### src/rtl/pe_out_deskew_if.sv
// ============================================================================
//  pe_out_deskew_if
//  Row-output and aligned-word handshake bundle for pe_out_deskew.
//  Revision: 1.0
// ============================================================================
`default_nettype none

interface pe_out_deskew_if #(
  parameter int DATA_W     = 16,
  parameter int FIFO_DEPTH = 4
);
  localparam int c_CNT_W = $clog2(FIFO_DEPTH) + 1;

  logic                 in_valid;
  logic [DATA_W-1:0]    pe_out1;
  logic [DATA_W-1:0]    pe_out2;
  logic [DATA_W-1:0]    pe_out3;
  logic [DATA_W-1:0]    pe_out4;
  logic [4*DATA_W-1:0]  o_data;
  logic                 o_valid;
  logic                 o_ready;
  logic [c_CNT_W-1:0]   fifo_cnt;
  logic                 overflow;

  // The array side plus the writeback consumer
  modport master (
    output in_valid, pe_out1, pe_out2, pe_out3, pe_out4, o_ready,
    input  o_data, o_valid, fifo_cnt, overflow
  );

  modport slave (
    input  in_valid, pe_out1, pe_out2, pe_out3, pe_out4, o_ready,
    output o_data, o_valid, fifo_cnt, overflow
  );
endinterface

`default_nettype wire

### src/rtl/pe_out_deskew.sv
// ============================================================================
//  pe_out_deskew
//  Re-aligns the four skewed PE row outputs into one word and buffers the
//  words in a small FIFO drained by valid/ready. Optional: PE_OUT_RELU_EN.
//  Revision: 1.0
// ============================================================================
`default_nettype none

module pe_out_deskew #(
  parameter int DATA_W     = 16,
  parameter int FIFO_DEPTH = 4
) (
  input  logic              clk,
  input  logic              rst,
  pe_out_deskew_if.slave    bus
);
  localparam int c_PTR_W  = $clog2(FIFO_DEPTH);
  localparam int c_CNT_W  = c_PTR_W + 1;
  localparam int c_WORD_W = 4 * DATA_W;

  // Row k lags row 1 by k-1 cycles, so earlier rows are held longer
  logic [DATA_W-1:0]   r_row1_d1, r_row1_d2, r_row1_d3;
  logic [DATA_W-1:0]   r_row2_d1, r_row2_d2;
  logic [DATA_W-1:0]   r_row3_d1;
  logic [2:0]          r_vld;

  logic [c_WORD_W-1:0] r_mem [FIFO_DEPTH];
  logic [c_PTR_W-1:0]  r_wr_ptr;
  logic [c_PTR_W-1:0]  r_rd_ptr;
  logic [c_CNT_W-1:0]  r_count;
  logic                r_overflow;

  logic [c_WORD_W-1:0] w_word_raw;
  logic [c_WORD_W-1:0] w_word;
  logic                w_full;
  logic                w_pop;
  logic                w_push;
  logic                w_drop;

  always_ff @(posedge clk or negedge rst) begin
    if (!rst) begin
      r_row1_d1 <= '0;
      r_row1_d2 <= '0;
      r_row1_d3 <= '0;
      r_row2_d1 <= '0;
      r_row2_d2 <= '0;
      r_row3_d1 <= '0;
      r_vld     <= '0;
    end else begin
      r_row1_d1 <= bus.pe_out1;
      r_row1_d2 <= r_row1_d1;
      r_row1_d3 <= r_row1_d2;
      r_row2_d1 <= bus.pe_out2;
      r_row2_d2 <= r_row2_d1;
      r_row3_d1 <= bus.pe_out3;
      r_vld     <= {r_vld[1:0], bus.in_valid};
    end
  end

  assign w_word_raw = {bus.pe_out4, r_row3_d1, r_row2_d2, r_row1_d3};

`ifdef PE_OUT_RELU_EN
  // Any lane with the sign bit set, including -0, is clamped to +0
  for (genvar g = 0; g < 4; g++) begin : g_relu
    assign w_word[g*DATA_W +: DATA_W] =
        w_word_raw[(g+1)*DATA_W-1] ? '0 : w_word_raw[g*DATA_W +: DATA_W];
  end
`else
  assign w_word = w_word_raw;
`endif

  assign w_full = (r_count == c_CNT_W'(FIFO_DEPTH));
  assign w_pop  = (r_count != '0) && bus.o_ready;
  // A pop in the same cycle frees the slot a full FIFO would otherwise lack
  assign w_push = r_vld[2] && (!w_full || w_pop);
  assign w_drop = r_vld[2] && w_full && !w_pop;

  always_ff @(posedge clk or negedge rst) begin
    if (!rst) begin
      for (int i = 0; i < FIFO_DEPTH; i++) begin
        r_mem[i] <= '0;
      end
      r_wr_ptr   <= '0;
      r_rd_ptr   <= '0;
      r_count    <= '0;
      r_overflow <= 1'b0;
    end else begin
      if (w_push) begin
        r_mem[r_wr_ptr] <= w_word;
        r_wr_ptr        <= r_wr_ptr + c_PTR_W'(1);
      end
      if (w_pop) begin
        r_rd_ptr <= r_rd_ptr + c_PTR_W'(1);
      end
      if (w_push && !w_pop) begin
        r_count <= r_count + c_CNT_W'(1);
      end else if (w_pop && !w_push) begin
        r_count <= r_count - c_CNT_W'(1);
      end
      if (w_drop) begin
        r_overflow <= 1'b1;
      end
    end
  end

  assign bus.o_data   = r_mem[r_rd_ptr];
  assign bus.o_valid  = (r_count != '0);
  assign bus.fifo_cnt = r_count;
  assign bus.overflow = r_overflow;

endmodule

`default_nettype wire

### src/flat_wrapper.sv
// flat-port wrapper written by rule: the top's interface ports become plain ports
module pe_out_deskew_flat 
#(
  parameter int DATA_W     = 16,
  parameter int FIFO_DEPTH = 4
)
  (clk, rst, bus_in_valid, bus_pe_out1, bus_pe_out2, bus_pe_out3, bus_pe_out4, bus_o_ready, bus_o_data, bus_o_valid, bus_fifo_cnt, bus_overflow);
  pe_out_deskew_if #(.DATA_W(DATA_W), .FIFO_DEPTH(FIFO_DEPTH)) bus_i ();
  input  logic clk;
  input  logic rst;
  input wire logic [$bits(bus_i.in_valid)-1:0] bus_in_valid;
  input wire logic [$bits(bus_i.pe_out1)-1:0] bus_pe_out1;
  input wire logic [$bits(bus_i.pe_out2)-1:0] bus_pe_out2;
  input wire logic [$bits(bus_i.pe_out3)-1:0] bus_pe_out3;
  input wire logic [$bits(bus_i.pe_out4)-1:0] bus_pe_out4;
  input wire logic [$bits(bus_i.o_ready)-1:0] bus_o_ready;
  output wire logic [$bits(bus_i.o_data)-1:0] bus_o_data;
  output wire logic [$bits(bus_i.o_valid)-1:0] bus_o_valid;
  output wire logic [$bits(bus_i.fifo_cnt)-1:0] bus_fifo_cnt;
  output wire logic [$bits(bus_i.overflow)-1:0] bus_overflow;
  assign bus_i.in_valid = bus_in_valid;
  assign bus_i.pe_out1 = bus_pe_out1;
  assign bus_i.pe_out2 = bus_pe_out2;
  assign bus_i.pe_out3 = bus_pe_out3;
  assign bus_i.pe_out4 = bus_pe_out4;
  assign bus_i.o_ready = bus_o_ready;
  assign bus_o_data = bus_i.o_data;
  assign bus_o_valid = bus_i.o_valid;
  assign bus_fifo_cnt = bus_i.fifo_cnt;
  assign bus_overflow = bus_i.overflow;
  pe_out_deskew #(.DATA_W(DATA_W), .FIFO_DEPTH(FIFO_DEPTH)) u_core (.clk(clk), .rst(rst), .bus(bus_i));
endmodule
### config.mk
export PLATFORM = sky130hd
export DESIGN_NAME = pe_out_deskew_flat
export DESIGN_NICKNAME = d
export VERILOG_FILES = /design/src/rtl/pe_out_deskew_if.sv /design/src/rtl/pe_out_deskew.sv /design/src/flat_wrapper.sv
export SDC_FILE = /design/constraint.sdc
export NUM_CORES = 1
export LEC_CHECK = 0
export CELL_PAD_IN_SITES_DETAIL_PLACEMENT = 0
export CELL_PAD_IN_SITES_GLOBAL_PLACEMENT = 1
export CORE_ASPECT_RATIO = 2
export CORE_MARGIN = 4
export CORE_UTILIZATION = 30
export DETAILED_ROUTE_END_ITERATION = 16
export PLACE_DENSITY_LB_ADDON = 0.1
export SETUP_SLACK_MARGIN = 0.1
export SLEW_MARGIN = 20
export SYNTH_ARGS = -nofsm -noshare
export SYNTH_HDL_FRONTEND = slang
export SYNTH_SLANG_ARGS = --single-unit
### constraint.sdc
create_clock -name clk -period 2.05 [get_ports clk]
set_input_delay 0.41 -clock clk [delete_from_list [all_inputs] [get_ports clk]]
set_output_delay 0.41 -clock clk [all_outputs]
set_load 0.01 [all_outputs]
# Yosys cells after proc, flatten, opt, wreduce, memory -nomap -nowiden
# Index checks and enable logic that the tools add are counted.
classes:
  addsub: 4
  order_cmp: 3
  n_eq_ne: 1
  muxes: 8
  bitwise: 2
  n_reduce_logical: 13
ops:
  columns: ["operator", "n"]
  rows:
  - ["$bwmux 256", 1]
  - ["$mux 64", 3]
  - ["$bmux 64 s2", 1]
  - ["$demux 64 s2", 1]
  - ["$logic_and 1x1->1", 7]
  - ["$ge 3x3->1 const B", 2]
  - ["$mux 3", 2]
  - ["$not 2->3", 2]
  - ["$add 2x1->2 const B", 2]
  - ["$add 3x1->3 const B", 1]
  - ["$eq 3x3->1 const B", 1]
  - ["$logic_not 1->1", 3]
  - ["$lt 3x1->1 const B", 1]
  - ["$reduce_bool 3->1", 1]
  - ["$sub 3x1->3 const B", 1]
  - ["$reduce_bool 2->1", 1]
  - ["$logic_or 1x1->1", 1]
totals:
  ff_bits: 363
  out_inout_bits: 69
  elab_cells: 46

# Depth between registers and ports, before layout
# Gate-level depths: netlist of run 1.
logic_depth:
  word_depth: 8
  depth_mapped: 8
  mapped_depth_nobuf: 8

# Least setup slack after synthesis of run 1
# Ideal clock, no wire load.
synth_timing:
  path_kind: "register -> register"
  from: "reg u_core.r_count[0] (netlist: u_core.bus.fifo_cnt[0])"
  to: "reg u_core.r_count[1] (netlist: u_core.bus.fifo_cnt[1])"
  arrival_time_ns: 2.103
  required_time_ns: 1.925
  path_slack_ns: -0.178
  stages_incl_launch_ff: 7
  n_path_buf: 0
  synth_period_minus_slack_ns: 2.228
  path_cell_list: "dfrtp_1 nor4b_4 and2b_2 ha_1 inv_1 fa_1 mux2_2"
synth_between:
  elab_chain_cells: 7
  elab_cells_between_ends: 15
  cone_classes: "add/sub: 2; eq/ne: 1; mux: 2; reduce/logical: 10"
synth_lines:
  columns: ["item", "line_no", "rtl"]
  rows:
  - ["from (decl)", "pe_out_deskew.sv:30", "logic [c_CNT_W-1:0] r_count;"]
  - ["from (signal assigned)", "pe_out_deskew.sv:96", "r_count <= r_count + c_CNT_W'(1);"]
  - ["from (signal assigned)", "pe_out_deskew.sv:98", "r_count <= r_count - c_CNT_W'(1);"]
  - ["$eq 3x3->1 or $reduce_bool 3->1 (tied branches)", "pe_out_deskew.sv:72, pe_out_deskew.sv:73", null]
  - ["$logic_not 1->1 or $logic_and 1x1->1 (tied branches)", "pe_out_deskew.sv:75, pe_out_deskew.sv:73", null]
  - ["$logic_or 1x1->1 *", "pe_out_deskew.sv:75", "assign w_push = r_vld[2] && (!w_full || w_pop);"]
  - ["$logic_and 1x1->1 *", "pe_out_deskew.sv:75", null]
  - ["named net u_core.w_push", "pe_out_deskew.sv:37", "logic w_push;"]
  - ["$logic_not 1->1", "pe_out_deskew.sv:97", "end else if (w_pop && !w_push) begin"]
  - ["$logic_and 1x1->1", "pe_out_deskew.sv:97", null]
  - ["$reduce_bool 2->1 (no line)", null, null]
# The timed path passes the listed nets; every way through them passes the cells marked *. The select of a mux whose other input is x is not followed.
# A chain may end at the register's enable or synchronous reset.

# Worst setup path after layout of run 1
layout_timing:
  from: "reg u_core.r_rd_ptr[0]"
  to: "out bus_o_data[30]"
layout_between:
  elab_chain_cells: 4
layout_lines:
  columns: ["item", "line_no", "rtl"]
  rows:
  - ["from (decl)", "pe_out_deskew.sv:29", "logic [c_PTR_W-1:0] r_rd_ptr;"]
  - ["from (signal assigned)", "pe_out_deskew.sv:93", "r_rd_ptr <= r_rd_ptr + c_PTR_W'(1);"]
  - ["$not 2->3 (not written as such)", "pe_out_deskew.sv:106", "assign bus.o_data = r_mem[r_rd_ptr];"]
  - ["$bmux 64 s2", "pe_out_deskew.sv:106", null]
  - ["$mux 64 (not written as such) (2 in series)", "pe_out_deskew.sv:106", null]
  - ["to (decl)", "flat_wrapper.sv:17", "output wire logic [$bits(bus_i.o_data)-1:0] bus_o_data;"]
# Every way passes these cells. The select of a mux whose other input is x is not followed.

==> out/metrics.yaml, run 1 <==
logic_synthesis:
  avgSynthCellArea_um2: 18.6
  synth_top_area_share_pct: 64.8
  synth_area_um2: 14000
  synthFlopType: "dfrtp_1"
  syn_inst: 753
  yosys.area.top_type: "dfrtp_1"
  synth_common_cells: "dfrtp_1, mux2_2, mux4_2"
  netlist_top_cells_area: "dfrtp_1, mux2_2, mux4_2"
  synth_most_common_cell: "dfrtp_1"
  ys_seq_elements: 363
  synth_edf_count: 0
  synth_cell_types: 20
  async_flop_share_pct: 100
  syn-num-nets: 827
  yosysSeqAreaShare_pct: 64.8
  ys_warn_count: 0
layout:
  areaGrowthSynthToFinish_pct: 29.1
  antennaDiodeCount: 0
  num-nets-final: 1040
  fin_area_um2: 18100
  fillCellCount: 4301
  drive_above_1_share_pct: 54.4
floorplan:
  start_util_pct: 30.5
  die_w_um: 161
  dieHeight_um: 314
  row_count: 111
  core_area_um2: 46000
  die-area_um2: 50400
  top_level_ports: 137
global_route:
  grt_overflow: 0
  grt_pass1_wl_um: 51200
  grt_max_degree: 64
  track_usage_pct: 12.9
  antenna_found_initial: 0
  grt_pass1_vias: 8403
drt:
  via_per_inst: 4.47
  dr_total_vias: 7219
  drt-total-wl_um: 31800
  wl_per_cell_um: 19.7
  drtPass1Iterations: 4
  route.detailed.drc: 0
  drtIter0Drc: 228
  drtAntennaViolNets: 0
power:
  finalPower_mw: 31.3
  irDropWorstVdd_mv: 0.811
  powerDensity_nw_per_um2: 1730
  leakagePower_nw: 7.54
clock_tree:
  cts_buffer_depth: 3
  clk_pin_slew_ns: 0.06
  insertion_delay_ns: 0.53
  clock_sinks: 363
  cts-htree-levels: 2
  root_buffer: "clkbuf_16"
  cts_tree: "built"
  cts_made_buffers: 38
setup_path:
  start_kind: "register"
  critical_path_peak_fanout: 10
  critPathKind: "register to primary output"
  cp.arrival_ns: 2.07
  cp-end-kind: "primary output"
  cp.required_ns: 1.64
sta:
  fmax_mhz: 403
  finalSetupTns_ns: -23.01
  relSlewSlack_pct: 72.3
  hold_viol: 0
  period_share_pct: 121
  whs_ns: 0.318
  drv_slew: 0
  layout_min_cycle_time_ns: 2.48
  worst_clock_skew_ns: 0.0259
  fin_ws_ns: -0.432
  setup_viol: 66
  grt_setup_unrepaired: "yes"
  max_slew.worst_pin.slew_ns: 0.416
placed_design:
  gp_congestion: 0.679
  dp_hpwl_um: 20200
  portBuffers: 136
  place_area_um2: 16500
run_status:
  outcome: "finished, violations left"
  violations: "setup timing"
flow_run:
  cap_violations: 0
worst_hold_path:
  hold_path_class: "input pin to register"
## cell usage in the layout (no fill, tap or decap), drive strengths merged
cell,instances
a21o,1
nor4b,1
nand3,1
inv,4
mux4,64
dfrtp,363
nor2,5
buf,139
clkinvlp,1
dlygate4sd3,1
clkinv,12
clkbuf,54
dlymetal6s2s,1
xor2,2
or3,1
dlygate4sd2,3
clkdlybuf4s50,66
bufinv,2
ha,5
nand2,5
fa,1
mux2,258
xnor2,4
and2b,1
## layer usage
metal  part of all wire, %  up-vias  track usage (%)
li1                      -     3179                -
met1                    38     3855             15.0
met2                    54      146             23.6
met4                   2.1        0             3.67
met5                     0        -                0
met3                   5.4       39             3.15
## sequential cells by signal, summed over array words and instances, names as in the netlist
register / cells
u_core.r_row1_d2: 16
u_core.r_rd_ptr: 2
u_core.r_vld: 3
u_core.r_row3_d1: 16
u_core.r_row1_d3: 16
u_core.bus.overflow: 1
u_core.r_row2_d2: 16
u_core.r_row1_d1: 16
u_core.bus.fifo_cnt: 3
u_core.r_mem: 256
u_core.r_row2_d1: 16
u_core.r_wr_ptr: 2
## kinds of logic after synthesis
kind of cell	Yosys count	share of synthesized area [%]
xor gates and xnor gates	6	0.375
buffers and inverters	41	2.45
muxes	322	31.0
DFF	363	64.8
AOI/OAI and AO/OA	1	0.0625
and+or+nand+nor	14	0.652
adders and majority gates	6	0.590
## timing repair
item	4_1_cts	5_1_grt
endpoints found under the hold margin	33	0
setup endpoints to repair	69	69
hold buffers	1	0
gates cloned	0	0
pin swaps	8	5
buffers inserted	8	16
resized for setup	303	31
## worst max-delay path: stages (launching register included)
cell and delay (ns):
dfrtp_4 0.51, buf_12 0.17, buf_12 0.13, buf_12 0.13
mux4_2 0.45, buf_6 0.15
## layout make-up
class | count | area, um^2 | area share (%)
multi-input combinational | 349 | 4630 | 25.6
sequential | 363 | 9090 | 50.3
clock inverter | 16 | 140 | 0.775
tap | 621 | 777 | 4.30
inverter | 3 | 11.3 | 0.0623
clock buffer | 53 | 1110 | 6.13
timing repair buffer | 211 | 2320 | 12.8
## path summary, 6_finish.rpt
kind	from	end	slack, ns	cells after the start
worst max-delay path	u_core.r_rd_ptr[0]	bus_o_data[30]	-0.43	5
worst min-delay path	bus_pe_out3[8]	u_core.r_row3_d1[8]	0.32	1
worst max register to register	u_core.bus.fifo_cnt[0]	u_core.bus.fifo_cnt[1]	-0.07	7
worst min register to register	u_core.r_row1_d2[10]	u_core.r_row1_d3[10]	0.35	0
max in group asynchronous	rst	u_core.bus.fifo_cnt[0]	0.93	3
min in group asynchronous	rst	u_core.r_mem[143]	0.38	2
## power by group
part	switching [mW]	total [mW]	internal [mW]
clock network	2.88	6.92	4.04
logic	4.89	13.0	8.10
registers	1.37	11.4	9.99
total	9.14	31.3	22.1
## per-stage QoR
step	cells	util, %	setup slack [ns]
floorplan	753	-	-0.122
global placement	1523	36.0	-0.412
CTS	1601	38.9	-0.539
global route	1616	39.3	-0.486
detailed placement	1523	36.0	-0.419
finish	1616	39.3	-0.432
Note: power is estimated with default switching activity, not from simulation.
==> inputs of run 2 (changes only) <==
--- a/config.mk
+++ b/config.mk
@@ -8,7 +8,6 @@
 export CELL_PAD_IN_SITES_DETAIL_PLACEMENT = 0
 export CELL_PAD_IN_SITES_GLOBAL_PLACEMENT = 1
 export CORE_ASPECT_RATIO = 2
-export CORE_MARGIN = 4
 export CORE_UTILIZATION = 30
 export DETAILED_ROUTE_END_ITERATION = 16
 export PLACE_DENSITY_LB_ADDON = 0.1
==> out/metrics.yaml, run 2 (synthesis gave the netlist of run 1 again) <==
run_status:
  outcome: "finished, violations left"
  violations: "setup timing"
clock_tree:
  cts_made_buffers: 37  # -2.6%
  cts_buffer_depth: 3  # unchanged
  clock_sinks: 363  # unchanged
  clk_pin_slew_ns: 0.07  # about the same
  root_buffer: "clkbuf_16"
  cts_tree: "built"
  cts-htree-levels: 2  # unchanged
  insertion_delay_ns: 0.53  # about the same
sta:
  grt_setup_unrepaired: "yes"
  layout_min_cycle_time_ns: 2.51  # +0.0265 ns
  relSlewSlack_pct: 67.6  # -4.6 points
  hold_viol: 0  # unchanged
  worst_clock_skew_ns: 0.0217  # -0.00421 ns
  period_share_pct: 122  # +1.3 points
  max_slew.worst_pin.slew_ns: 0.485  # +0.0692 ns
  fin_ws_ns: -0.458  # -0.0265 ns
  fmax_mhz: 399  # -1.1%
  drv_slew: 0  # unchanged
  setup_viol: 66  # unchanged
placed_design:
  place_area_um2: 16500  # about the same
  portBuffers: 136  # unchanged
  gp_congestion: 0.700  # +3.2%
  dp_hpwl_um: 19900  # -1.7%
floorplan:
  row_count: 111  # unchanged
  top_level_ports: 137  # unchanged
  core_area_um2: 46000  # unchanged
  die-area_um2: 47600  # -5.6%
  dieHeight_um: 308  # -1.9%
  die_w_um: 155  # -3.7%
  start_util_pct: 30.5  # unchanged
setup_path:
  cp-end-kind: "primary output"
  path_cells: "buf_12, buf_12, buf_12, mux4_2, buf_6"
  r2r_slack_ns: -0.04  # +0.03 ns
  crit_family: "buffers and inverters"
  cp_num_cells: 5  # unchanged
  critPathKind: "register to primary output"
  critPathBufInv: 4  # unchanged
  cp.arrival_ns: 2.10  # +0.03 ns
  r2r-end: "u_core.bus.fifo_cnt[1]"
  r2r-start: "u_core.bus.fifo_cnt[1]"
  slowest_delay_ns: 0.53  # +0.02 ns
  crit_start: "u_core.r_rd_ptr[0]"
  reg2reg_depth: 7  # unchanged
  cpMostUsedCell: "buf_12"
  slowest_stage: "dfrtp_4"
  critical_path_peak_fanout: 8  # -2
  start_kind: "register"
  crit_path_end: "bus_o_data[42]"
  cp.required_ns: 1.64  # about the same
drt:
  via_per_inst: 4.51  # +0.85%
  drt-total-wl_um: 34200  # +7.6%
  route.detailed.drc: 0  # unchanged
  drtIter0Drc: 212  # -7.0%
  dr_total_vias: 7375  # +2.2%
  drtPass1Iterations: 4  # unchanged
  drtAntennaViolNets: 0  # unchanged
  wl_per_cell_um: 20.9  # +6.2%
layout:
  layout_common_cells: "dfrtp_1, mux2_2, buf_6"
  antennaDiodeCount: 0  # unchanged
  areaGrowthSynthToFinish_pct: 32.4
  drive_above_1_share_pct: 55.8  # +1.4 points
  final_common_cell: "dfrtp_1"
  fin_area_um2: 18500  # +2.5%
  largest-register: "u_core.r_mem"
  num-nets-final: 1063  # +2.2%
  largest_reg_flops: 256  # unchanged
power:
  internal_power_mw: 22.7  # +2.8%
  switching_share_pct: 29.3  # +0.090 points
  finalPower_mw: 32.2  # +2.9%
  switching_power_mw: 9.43  # +3.2%
  irDropWorstVdd_mv: 0.927  # +14%
  clockPowerShare_pct: 22.0  # about the same
  powerDensity_nw_per_um2: 1730  # +0.34%
  p_comb_share_pct: 42.7  # +1.1 points
  seqPwrFrac_pct: 35.4  # -0.9 points
  leakagePower_nw: 7.75  # +2.8%
global_route:
  antenna_found_initial: 0  # unchanged
  grt_pass1_vias: 8522  # +1.4%
  grt_overflow: 0  # unchanged
  track_usage_pct: 14.3  # +1.4 points
  grt_max_degree: 55  # -14%
  grt_pass1_wl_um: 51500  # +0.57%
flow_run:
  cap_violations: 0  # unchanged
worst_hold_path:
  hold_path_class: "input pin to register"
## run 2: power by group through the flow
| stage | Clock, mW | Combinational [mW] | Sequential, mW |
|---|---|---|---|
| 3_5_place_dp | 0 | 12.6 | 11.6 |
| 3_3_place_gp | 0 | 12.5 | 11.5 |
| 4_1_cts | 7.37 | 13.2 | 11.4 |
| 6_report | 7.07 | 13.7 | 11.4 |
| 5_1_grt | 7.61 | 14.7 | 11.8 |
| 2_1_floorplan | 0 | 7.47 | 11.0 |
## run 2: final cells by class
class,instances,area (um^2)
fill,4235,27400
multi-input combinational,349,4630
inverter,3,11.3
clock inverter,10,108
clock buffer,56,1170
timing repair buffer,235,2760
sequential,363,9090
tap,621,777
## run 2: stage by stage
step / setup TNS, ns / hold slack, ns / setup slack, ns / instances / utilization [%]
floorplan: -0.170 / 0.114 / -0.122 / 753 / -
global placement: -40.85 / 0.332 / -0.382 / 1529 / 36.0
detailed placement: -43.82 / 0.335 / -0.371 / 1529 / 36.0
CTS: -28.59 / 0.267 / -0.552 / 1614 / 39.3
global route: -27.70 / 0.278 / -0.517 / 1637 / 40.3
finish: -23.31 / 0.306 / -0.458 / 1637 / 40.3
## run 2: worst min-delay path by stage
stage               cells past startpoint  slack, ns                 from                endpoint
detailed placement                      0       0.33  u_core.r_row1_d1[2]     u_core.r_row1_d2[2]
finish                                  1       0.31       bus_pe_out3[3]     u_core.r_row3_d1[3]
global placement                        0       0.33  u_core.r_row1_d2[2]     u_core.r_row1_d3[2]
CTS                                     1       0.27       bus_pe_out3[3]     u_core.r_row3_d1[3]
global route                            1       0.28       bus_pe_out3[7]     u_core.r_row3_d1[7]
floorplan                               0       0.11                  rst  u_core.bus.fifo_cnt[0]
## run 2: per-layer routing
| metal | vias to the layer above | part of all wire [%] | global-route usage, % | wire length, um |
|---|---|---|---|---|
| li1 | 3214 | - | - | - |
| met1 | 3956 | 40 | 16.9 | 13800 |
| met2 | 149 | 53 | 25.6 | 18100 |
| met3 | 56 | 3.8 | 2.67 | 1300 |
| met4 | 0 | 3.0 | 5.32 | 1040 |
| met5 | - | 0 | 0 | 0 |
## run 2: timing repair
item | 4_1_cts | 5_1_grt
hold endpoints to repair | 35 | 0
hold buffers | 1 | 0
pin swaps | 9 | 4
endpoints found under the setup margin | 69 | 216
buffers inserted | 15 | 13
resized for setup | 340 | 29
cloned | 3 | 12
==> inputs of run 3 (changes only) <==
--- a/config.mk
+++ b/config.mk
@@ -10,6 +10,7 @@
 export CORE_ASPECT_RATIO = 2
 export CORE_UTILIZATION = 30
 export DETAILED_ROUTE_END_ITERATION = 16
+export MAX_ROUTING_LAYER = met4
 export PLACE_DENSITY_LB_ADDON = 0.1
 export SETUP_SLACK_MARGIN = 0.1
 export SLEW_MARGIN = 20
==> out/metrics.yaml, run 3 (synthesis gave the netlist of run 1 again) <==
setup_path:
  cp.arrival_ns: 2.10  # about the same
  reg2reg_depth: 7  # unchanged
  path_cells: "buf_12, buf_12, buf_12, mux4_2, buf_6"
  critPathKind: "register to primary output"
  critPathBufInv: 4  # unchanged
  cp.required_ns: 1.64  # about the same
  slowest_stage: "dfrtp_4"
  start_kind: "register"
  crit_family: "buffers and inverters"
  cpMostUsedCell: "buf_12"
  slowest_delay_ns: 0.53  # about the same
  r2r-start: "u_core.bus.fifo_cnt[1]"
  r2r_slack_ns: -0.04  # about the same
  r2r-end: "u_core.bus.fifo_cnt[1]"
  critical_path_peak_fanout: 8  # unchanged
  cp-end-kind: "primary output"
global_route:
  grt_overflow: 0  # unchanged
  track_usage_pct: 14.8  # +0.44 points
  antenna_found_initial: 0  # unchanged
  grt_max_degree: 55  # unchanged
  grt_pass1_vias: 8499  # -0.27%
  grt_pass1_wl_um: 51500  # about the same
sta:
  relSlewSlack_pct: 67.5  # -0.18 points
  period_share_pct: 123  # +0.23 points
  grt_setup_unrepaired: "yes"
  fmax_mhz: 398  # -0.19%
  finalSetupTns_ns: -23.15  # +0.159 ns
  setup_viol: 66  # unchanged
  fin_ws_ns: -0.463  # -0.00476 ns
  layout_min_cycle_time_ns: 2.51  # +0.00477 ns
  max_slew.worst_pin.slew_ns: 0.488  # +0.00263 ns
  hold_viol: 0  # unchanged
  worst_clock_skew_ns: 0.0220  # +0.000297 ns
  drv_slew: 0  # unchanged
clock_tree:
  cts_made_buffers: 37  # unchanged
  clock_sinks: 363  # unchanged
  clk_pin_slew_ns: 0.07  # about the same
  cts_buffer_depth: 3  # unchanged
  cts-htree-levels: 2  # unchanged
  root_buffer: "clkbuf_16"
  insertion_delay_ns: 0.53  # about the same
  cts_tree: "built"
floorplan:
  top_level_ports: 137  # unchanged
  row_count: 111  # unchanged
  dieHeight_um: 308  # unchanged
  start_util_pct: 30.5  # unchanged
  die_w_um: 155  # unchanged
  die-area_um2: 47600  # unchanged
  core_area_um2: 46000  # unchanged
worst_hold_path:
  hold_path_class: "input pin to register"
  holdPathEnd: "u_core.r_row3_d1[3]"
  hold_start: "bus_pe_out3[3]"
  min_path_cells: 1  # unchanged
drt:
  drtPass1Iterations: 4  # unchanged
  drt-total-wl_um: 34200  # -0.18%
  drtIter0Drc: 242  # +14%
  dr_total_vias: 7355  # -0.27%
  wl_per_cell_um: 20.9  # -0.18%
  via_per_inst: 4.49  # -0.27%
  drtAntennaViolNets: 0  # unchanged
  route.detailed.drc: 0  # unchanged
power:
  seqPwrFrac_pct: 35.4  # about the same
  p_comb_share_pct: 42.7  # about the same
  powerDensity_nw_per_um2: 1730  # about the same
  switching_power_mw: 9.41  # -0.20%
  clockPowerShare_pct: 22.0  # about the same
  switching_share_pct: 29.3  # -0.040 points
  finalPower_mw: 32.2  # about the same
  leakagePower_nw: 7.75  # unchanged
  irDropWorstVdd_mv: 0.927  # about the same
  internal_power_mw: 22.7  # about the same
layout:
  drive_above_1_share_pct: 55.8  # unchanged
  regArea_um2: 9090  # unchanged
  largest-register: "u_core.r_mem"
  final_cells: 1637  # unchanged
  antennaDiodeCount: 0  # unchanged
  multi_input_area_um2: 4630  # unchanged
  largest_reg_flops: 256  # unchanged
  layout_common_cells: "dfrtp_1, mux2_2, buf_6"
  final_common_cell: "dfrtp_1"
  num-nets-final: 1063  # unchanged
  areaGrowthSynthToFinish_pct: 32.4  # unchanged
  fillCellCount: 4235  # unchanged
  finish.utilization_pct: 40.3  # unchanged
  fin_area_um2: 18500  # unchanged
placed_design:
  gp_congestion: 0.708  # +1.1%
  portBuffers: 136  # unchanged
  dp.cells: 1529  # unchanged
  place_area_um2: 16500  # unchanged
  dp_hpwl_um: 19900  # unchanged
flow_run:
  cap_violations: 0  # unchanged
run_status:
  outcome: "finished, violations left"
  violations: "setup timing"
==> run 3: power groups by stage <==
stage          sequential, mW  combinational [mW]  clock (mW)
2_1_floorplan            11.0                7.47           0
3_3_place_gp             11.5                12.5           0
3_5_place_dp             11.6                12.6           0
4_1_cts                  11.4                13.2        7.37
5_1_grt                  11.8                14.7        7.62
6_report                 11.4                13.7        7.06
==> run 3: what timing repair did <==
action                                 4_1_cts  5_1_grt
buffers inserted                            15       13
gates resized for setup                    340       29
gates cloned                                 3       12
pin swaps                                    9        4
setup endpoints to repair                   69      214
hold buffers                                 1        0
endpoints found under the hold margin       35        0
==> run 3: metal layers <==
layer	vias up	routed length [um]	global-route usage, %
met1	3939	13700	16.9
met3	52	1280	2.69
met2	148	18200	25.6
met5	-	0	-
li1	3216	-	-
met4	0	1000	5.32
==> run 3: stage by stage <==
step	worst slack (ns)	hold WS, ns
6_report	-0.463	0.307
4_1_cts	-0.552	0.267
2_1_floorplan	-0.122	0.114
5_1_grt	-0.517	0.278
3_3_place_gp	-0.382	0.332
3_5_place_dp	-0.371	0.335
==> run 3: worst max path at each step <==
stage,from,end,cells after the start
floorplan,u_core.bus.fifo_cnt[0],u_core.bus.fifo_cnt[1],6
global placement,bus_o_ready,u_core.bus.fifo_cnt[1],7
detailed placement,bus_o_ready,u_core.bus.fifo_cnt[1],7
CTS,u_core.r_rd_ptr[0],bus_o_data[42],5
global route,u_core.r_rd_ptr[0],bus_o_data[42],5
finish,u_core.r_rd_ptr[0],bus_o_data[42],5
==> run 3: cell type report <==
class / count / area share, %
timing repair buffer: 235 / 14.9
tap: 621 / 4.19
inverter: 3 / 0.0607
clock inverter: 10 / 0.580
sequential: 363 / 49.0
clock buffer: 56 / 6.29
multi-input combinational: 349 / 25.0
==> run 3: worst reg2reg max path, stage by stage, from the launching register on <==
cell	delay (ns)
dfrtp_2	0.41
buf_6	0.13
nor4b_4	0.28
and2b_2	0.27
ha_4	0.16
inv_2	0.05
fa_2	0.41
mux2_4	0.28
